### src/rtl/brick_game_sequencer_if.sv
// Engine-side signal bundle between the brick game sequencer and the ball/paddle engine.
// Strobes are single-CLK pulses; miss and bricks_left are levels sampled on qualifying ticks.
interface brick_game_sequencer_if;
    logic       miss;
    logic [4:0] bricks_left;
    logic       ball_step;
    logic       round_reset;
    logic       board_reset;
    logic       hands_on;

    modport master (
        output ball_step, round_reset, board_reset, hands_on,
        input  miss, bricks_left
    );

    modport slave (
        input  ball_step, round_reset, board_reset, hands_on,
        output miss, bricks_left
    );
endinterface

### src/rtl/brick_game_sequencer.sv
// Round/level controller for the 8x8 LED brick-breaker: phases, lives, level and ball speed.
// Everything advances only on CLK edges where tick and start are both high.
module brick_game_sequencer #(
    parameter int BALL_DIV_INIT = 3,
    parameter int BALL_DIV_MIN  = 1,
    parameter int LEVELS        = 4,
    parameter int LOST_HOLD     = 10,
    parameter int CLEAR_HOLD    = 20
) (
    input  logic                          CLK,
    input  logic                          reset,
    input  logic                          tick,
    input  logic                          start,
    input  logic                          restart,
    input  logic                          serve,
    brick_game_sequencer_if.master        eng,
    output logic [2:0]                    state,
    output logic [2:0]                    life,
    output logic [1:0]                    level,
    output logic                          game_over,
    output logic                          win
);

    typedef enum logic [2:0] {
        IDLE  = 3'd0,
        SERVE = 3'd1,
        PLAY  = 3'd2,
        LOST  = 3'd3,
        CLEAR = 3'd4,
        OVER  = 3'd5
    } phase_t;

    localparam logic [1:0] LAST_LEVEL = 2'(LEVELS - 1);
    localparam logic [7:0] LOST_LAST  = 8'(LOST_HOLD - 1);
    localparam logic [7:0] CLEAR_LAST = 8'(CLEAR_HOLD - 1);
    localparam logic [2:0] DIV_INIT   = 3'(BALL_DIV_INIT);
    localparam logic [2:0] DIV_MIN    = 3'(BALL_DIV_MIN);

    phase_t     state_q, state_d;
    logic       hands_q, hands_d;
    logic [2:0] life_q, life_d;
    logic [1:0] level_q, level_d;
    logic [2:0] step_q, step_d;
    logic [7:0] hold_q, hold_d;
    logic       ball_step_q, ball_step_d;
    logic       round_q, round_d;
    logic       board_q, board_d;
    logic       over_q, over_d;
    logic       win_q, win_d;
    logic       advance;
    logic [2:0] level_ext;
    logic [2:0] div_raw;
    logic [2:0] div;

    assign advance = tick & start;

    // Ticks per ball step; the subtraction is clamped at zero before the floor is applied.
    always_comb begin
        level_ext = {1'b0, level_q};
        div_raw   = (DIV_INIT > level_ext) ? (DIV_INIT - level_ext) : 3'd0;
        div       = (div_raw > DIV_MIN) ? div_raw : DIV_MIN;
    end

    always_ff @(posedge CLK or posedge reset) begin
        if (reset) begin
            state_q     <= IDLE;
            hands_q     <= 1'b1;
            life_q      <= 3'b111;
            level_q     <= 2'd0;
            step_q      <= 3'd0;
            hold_q      <= 8'd0;
            ball_step_q <= 1'b0;
            round_q     <= 1'b0;
            board_q     <= 1'b0;
            over_q      <= 1'b0;
            win_q       <= 1'b0;
        end else begin
            state_q     <= state_d;
            hands_q     <= hands_d;
            life_q      <= life_d;
            level_q     <= level_d;
            step_q      <= step_d;
            hold_q      <= hold_d;
            ball_step_q <= ball_step_d;
            round_q     <= round_d;
            board_q     <= board_d;
            over_q      <= over_d;
            win_q       <= win_d;
        end
    end

    always_comb begin
        state_d     = state_q;
        hands_d     = hands_q;
        life_d      = life_q;
        level_d     = level_q;
        step_d      = step_q;
        hold_d      = hold_q;
        over_d      = over_q;
        win_d       = win_q;
        ball_step_d = 1'b0;
        round_d     = 1'b0;
        board_d     = 1'b0;
        if (advance) begin
            case (state_q)
                IDLE: begin
                    state_d = SERVE;
                    hands_d = 1'b1;
                    board_d = 1'b1;
                    round_d = 1'b1;
                end
                SERVE: begin
                    hands_d = 1'b1;
                    if (restart) begin
                        round_d = 1'b1;
                    end else if (serve) begin
                        state_d = PLAY;
                        hands_d = 1'b0;
                        step_d  = 3'd0;
                    end
                end
                PLAY: begin
                    // Board clear outranks a miss on the same tick.
                    if (eng.bricks_left == 5'd0) begin
                        state_d = CLEAR;
                        hold_d  = 8'd0;
                    end else if (eng.miss) begin
                        life_d  = {life_q[1:0], 1'b0};
                        hands_d = 1'b1;
                        hold_d  = 8'd0;
                        if (life_q[1:0] == 2'b00) begin
                            state_d = OVER;
                            over_d  = 1'b1;
                        end else begin
                            state_d = LOST;
                        end
                    end else if (restart) begin
                        state_d = SERVE;
                        hands_d = 1'b1;
                        round_d = 1'b1;
                    end else if (step_q == div - 3'd1) begin
                        ball_step_d = 1'b1;
                        step_d      = 3'd0;
                    end else begin
                        step_d = step_q + 3'd1;
                    end
                end
                LOST: begin
                    if (restart || hold_q == LOST_LAST) begin
                        state_d = SERVE;
                        hands_d = 1'b1;
                        round_d = 1'b1;
                    end else begin
                        hold_d = hold_q + 8'd1;
                    end
                end
                CLEAR: begin
                    if (hold_q == CLEAR_LAST) begin
                        if (level_q < LAST_LEVEL) begin
                            level_d = level_q + 2'd1;
                            state_d = SERVE;
                            hands_d = 1'b1;
                            board_d = 1'b1;
                            round_d = 1'b1;
                        end else begin
                            state_d = OVER;
                            win_d   = 1'b1;
                            over_d  = 1'b1;
                        end
                    end else begin
                        hold_d = hold_q + 8'd1;
                    end
                end
                OVER: begin
                    if (restart) begin
                        state_d = SERVE;
                        hands_d = 1'b1;
                        life_d  = 3'b111;
                        level_d = 2'd0;
                        win_d   = 1'b0;
                        over_d  = 1'b0;
                        board_d = 1'b1;
                        round_d = 1'b1;
                    end
                end
                default: begin
                    state_d = IDLE;
                end
            endcase
        end
    end

    assign state           = state_q;
    assign life            = life_q;
    assign level           = level_q;
    assign game_over       = over_q;
    assign win             = win_q;
    assign eng.hands_on    = hands_q;
    assign eng.ball_step   = ball_step_q;
    assign eng.round_reset = round_q;
    assign eng.board_reset = board_q;

endmodule

### src/flat_wrapper.sv
// flat-port wrapper written by rule: the top's interface ports become plain ports
module brick_game_sequencer_flat 
#(
    parameter int BALL_DIV_INIT = 3,
    parameter int BALL_DIV_MIN  = 1,
    parameter int LEVELS        = 4,
    parameter int LOST_HOLD     = 10,
    parameter int CLEAR_HOLD    = 20
)
  (CLK, reset, tick, start, restart, serve, state, life, level, game_over, win, eng_ball_step, eng_round_reset, eng_board_reset, eng_hands_on, eng_miss, eng_bricks_left);
  brick_game_sequencer_if eng_i ();
  input  logic CLK;
  input  logic reset;
  input  logic tick;
  input  logic start;
  input  logic restart;
  input  logic serve;
  output logic [2:0] state;
  output logic [2:0] life;
  output logic [1:0] level;
  output logic game_over;
  output logic win;
  output wire logic [$bits(eng_i.ball_step)-1:0] eng_ball_step;
  output wire logic [$bits(eng_i.round_reset)-1:0] eng_round_reset;
  output wire logic [$bits(eng_i.board_reset)-1:0] eng_board_reset;
  output wire logic [$bits(eng_i.hands_on)-1:0] eng_hands_on;
  input wire logic [$bits(eng_i.miss)-1:0] eng_miss;
  input wire logic [$bits(eng_i.bricks_left)-1:0] eng_bricks_left;
  assign eng_ball_step = eng_i.ball_step;
  assign eng_round_reset = eng_i.round_reset;
  assign eng_board_reset = eng_i.board_reset;
  assign eng_hands_on = eng_i.hands_on;
  assign eng_i.miss = eng_miss;
  assign eng_i.bricks_left = eng_bricks_left;
  brick_game_sequencer #(.BALL_DIV_INIT(BALL_DIV_INIT), .BALL_DIV_MIN(BALL_DIV_MIN), .LEVELS(LEVELS), .LOST_HOLD(LOST_HOLD), .CLEAR_HOLD(CLEAR_HOLD)) u_core (.CLK(CLK), .reset(reset), .tick(tick), .start(start), .restart(restart), .serve(serve), .eng(eng_i), .state(state), .life(life), .level(level), .game_over(game_over), .win(win));
endmodule
### config.mk
export PLATFORM = sky130hd
export DESIGN_NAME = brick_game_sequencer_flat
export DESIGN_NICKNAME = d
export VERILOG_FILES = /design/src/rtl/brick_game_sequencer_if.sv /design/src/rtl/brick_game_sequencer.sv /design/src/flat_wrapper.sv
export SDC_FILE = /design/constraint.sdc
export NUM_CORES = 1
export LEC_CHECK = 0
export CORE_MARGIN = 2
export CORE_UTILIZATION = 53
export CTS_CLUSTER_SIZE = 8
export DETAILED_ROUTE_END_ITERATION = 10
export GPL_ROUTABILITY_DRIVEN = 0
export PLACE_DENSITY = 0.84
export SYNTH_ARGS = -nofsm -noshare
export SYNTH_HDL_FRONTEND = slang
export SYNTH_SLANG_ARGS = --single-unit
### constraint.sdc
create_clock -name CLK -period 2.89 [get_ports CLK]
set_input_delay 0.7225 -clock CLK [delete_from_list [all_inputs] [get_ports CLK]]
set_output_delay 0.7225 -clock CLK [all_outputs]
set_load 0.02 [all_outputs]
==> run metrics <==
outcome=finished, final reports clean; WHS Path Cells=2; Post-CTS Setup Bufs=0; Fin. Hold Viols=0; largest net degree at the start of global routing=26; Vias=roughly 1600; Arrival @ worst endpoint=approximately 2800 ps; Startpoint Class=input pin; Crit Path Class=input pin to register; # hold bufs at CTS=0; pre-CTS setup slack=4.62 ps; Die ar.=3630 um2; initial antenna violation count=0; CTS sink cnt=25; IO Pins=26; per-cell routed wire length=15.6 um; antenna cells=0; number of global-route vias before repair=1525; clk root buf=clkbuf_4; critical path peak fanout=9; Iteration-0 DRC Markers=84; cell area after synthesis=~1700 um2; post-synthesis cell count=196; Syn Nets=214; Clock Power Share=0.103; commonest cells after routing, fill and taps aside=clkdlybuf4s50_1 (25), nor2_1 (22), dfrtp_1 (21); power per cell area=777 nW/um2; drt via density=approximately 5.9; CTS HTree Levels=1; Starting Density=0.554; Worst IR Drop VDD=0.000402 V; GR Overflow Total=0; ys async rst share=1.00; Die Span Y=roughly 60 um; Worst Hold End=u_core.life[0]$_DFFE_PP1P_; Max-Cap Viols=0; Worst R2R Start=u_core.state[2]$_DFFE_PP0P_; final WL=4.20 mm; final worst slack=348 ps; post-route ant nets=0; reg-to-reg slack, setup=520 ps; Tcrit/Tclk final=0.880; Main synth FF type=dfrtp_1; CTS tree=yes; Final TNS setup=0 ps; worst path required time=3120 ps; post-synthesis sequential area ratio=0.376; DRC errors left=0; Synth Register Bits=25; Int Pwr=881 uW; FP Rows=20; syn_area_per_cell=between 8 and 9 um2; RSZ-0062 raised after global routing=false; Die W=~60 um; Port-buffer cells=25; post-route minimum period=approximately 2500 ps; Min-Delay Path Class=register to register; Area Growth Syn to Fin=21.6%; Core Region=just over 3000 um2; Num CTS Buffers=3; GRT Overall Usage=0.256; clock latency on the worst-skew pair=330 ps; Finished Layout Cells=270; # setup viols final=0; final slew viol count=0; Synth cell types=51; yosys warns=0; Comb pwr share=0.486; # resized after CTS=0; CP Capture Type=register; Final HPWL DP=3.14 mm; Clock transition at path regs=approximately 140 ps; 1st-pass router iterations=4; leakage power=0.847 nW; Reg2Reg Depth=5; placed instance count=266; layout cells sized above 1=0.0973; fmax=0.393 GHz; clk buf depth=2; Sw Share=0.444; Clock Skew=3.29 ps; most common cell after layout, fill and taps aside=clkdlybuf4s50_1; Hold Crit Start=u_core.life[0]$_DFFE_PP1P_; number of synthesized flops with an enable pin=0; worst slew pin tran=598 ps; first-pass GRT wire length=between 6 and 7 mm; Switch Pwr=just over 700 uW; Nets=245; sequential share of power=0.410; Worst R2R End=u_core.hold_q[4]$_DFFE_PP0P_; Worst slew margin=0.602
## per-layer routing
| metal | track usage | up-vias | routed length, um |
|---|---|---|---|
| met5 | 0 | - | 0 |
| met4 | 0.0825 | 0 | 61 |
| met3 | 0.0281 | 7 | 106 |
| met2 | 0.457 | 35 | 2230 |
| met1 | 0.318 | 780 | 1810 |
| li1 | - | 783 | - |
## logic make-up (layout without fill, tap and decap cells)
logic type | after synthesis | in the layout | synth area share
buf+inv | 17 | 47 | 0.0380
mux | 2 | 2 | 0.0127
simple gates | 78 | 78 | 0.243
compound gates | 66 | 66 | 0.275
flops | 25 | 25 | 0.376
xor+xnor | 2 | 2 | 0.0104
fa+ha+maj | 6 | 6 | 0.0447
## cell type report
class / count / area (um2)
clock inverter: 1 / 5.00
clock buffer: 3 / 22.5
sequential: 25 / 631
tap: 44 / 55.1
timing repair buffer: 32 / 303
fill: 262 / 987
multi-input combinational: 154 / 983
inverter: 11 / 41.3
## worst max-delay path: stages
cell and delay (ps):
clkdlybuf4s50_1 400, or4_1 590, or2_2 340, a221o_2 430, o21ai_0 200, o31ai_1 90
## synth_stat cells, types with 4 or more instances
| cell | count | area [um2] |
|---|---|---|
| dfrtp_1 | 21 | 526 |
| inv_1 | 11 | 41.3 |
| clkbuf_1 | 6 | 22.5 |
| and3_1 | 5 | 31.3 |
| a21oi_1 | 12 | 60.1 |
| dfstp_2 | 4 | 105 |
| ha_1 | 6 | 75.1 |
| nor2b_1 | 4 | 25.0 |
| nand3_1 | 6 | 30.0 |
| nand2_1 | 17 | 63.8 |
| o21ai_0 | 18 | 90.1 |
| nor2_1 | 22 | 82.6 |
| nand2b_1 | 5 | 31.3 |
| nor3b_1 | 4 | 30.0 |
| o21a_1 | 4 | 30.0 |
| o31ai_1 | 8 | 60.1 |
## power groups by stage
stage	Sequential, mW	Combinational, mW	Clock, mW
global route	0.675	0.847	0.177
CTS	0.648	0.768	0.165
detailed placement	0.655	0.765	0
floorplan	0.668	0.461	0
finish	0.651	0.771	0.164
global placement	0.640	0.739	0
## worst max-delay path by stage
stage	startpoint	depth (start not counted)	to
floorplan	eng_bricks_left[0]	5	u_core.hold_q[3]$_DFFE_PP0P_
detailed placement	eng_bricks_left[0]	6	u_core.hold_q[4]$_DFFE_PP0P_
CTS	eng_bricks_left[0]	6	u_core.hold_q[4]$_DFFE_PP0P_
global placement	eng_bricks_left[0]	6	u_core.hold_q[3]$_DFFE_PP0P_
global route	eng_bricks_left[0]	6	u_core.hold_q[2]$_DFFE_PP0P_
finish	eng_bricks_left[0]	6	u_core.hold_q[4]$_DFFE_PP0P_
## metrics by stage
step | util | instance area, um2 | hold slack [ps] | power, mW
final | 0.674 | 2040 | 495 | 1.59
after global routing | 0.674 | 2040 | 524 | 1.70
after CTS | 0.674 | 2040 | 498 | 1.58
after detailed placement | 0.665 | 2010 | 477 | 1.42
after global placement | 0.665 | 2010 | 474 | 1.38
after floorplan | - | 1680 | 449 | 1.13
## sequential cells by signal, indices dropped and copies added (netlist names)
| name | cells |
|---|---|
| u_core.state | 3 |
| u_core.eng.hands_on | 1 |
| u_core.eng.round_reset | 1 |
| u_core.level | 2 |
| u_core.hold_q | 8 |
| u_core.eng.board_reset | 1 |
| u_core.game_over | 1 |
| u_core.win | 1 |
| u_core.life | 3 |
| u_core.eng.ball_step | 1 |
| u_core.step_q | 3 |
(Power assumes the default switching activity.)
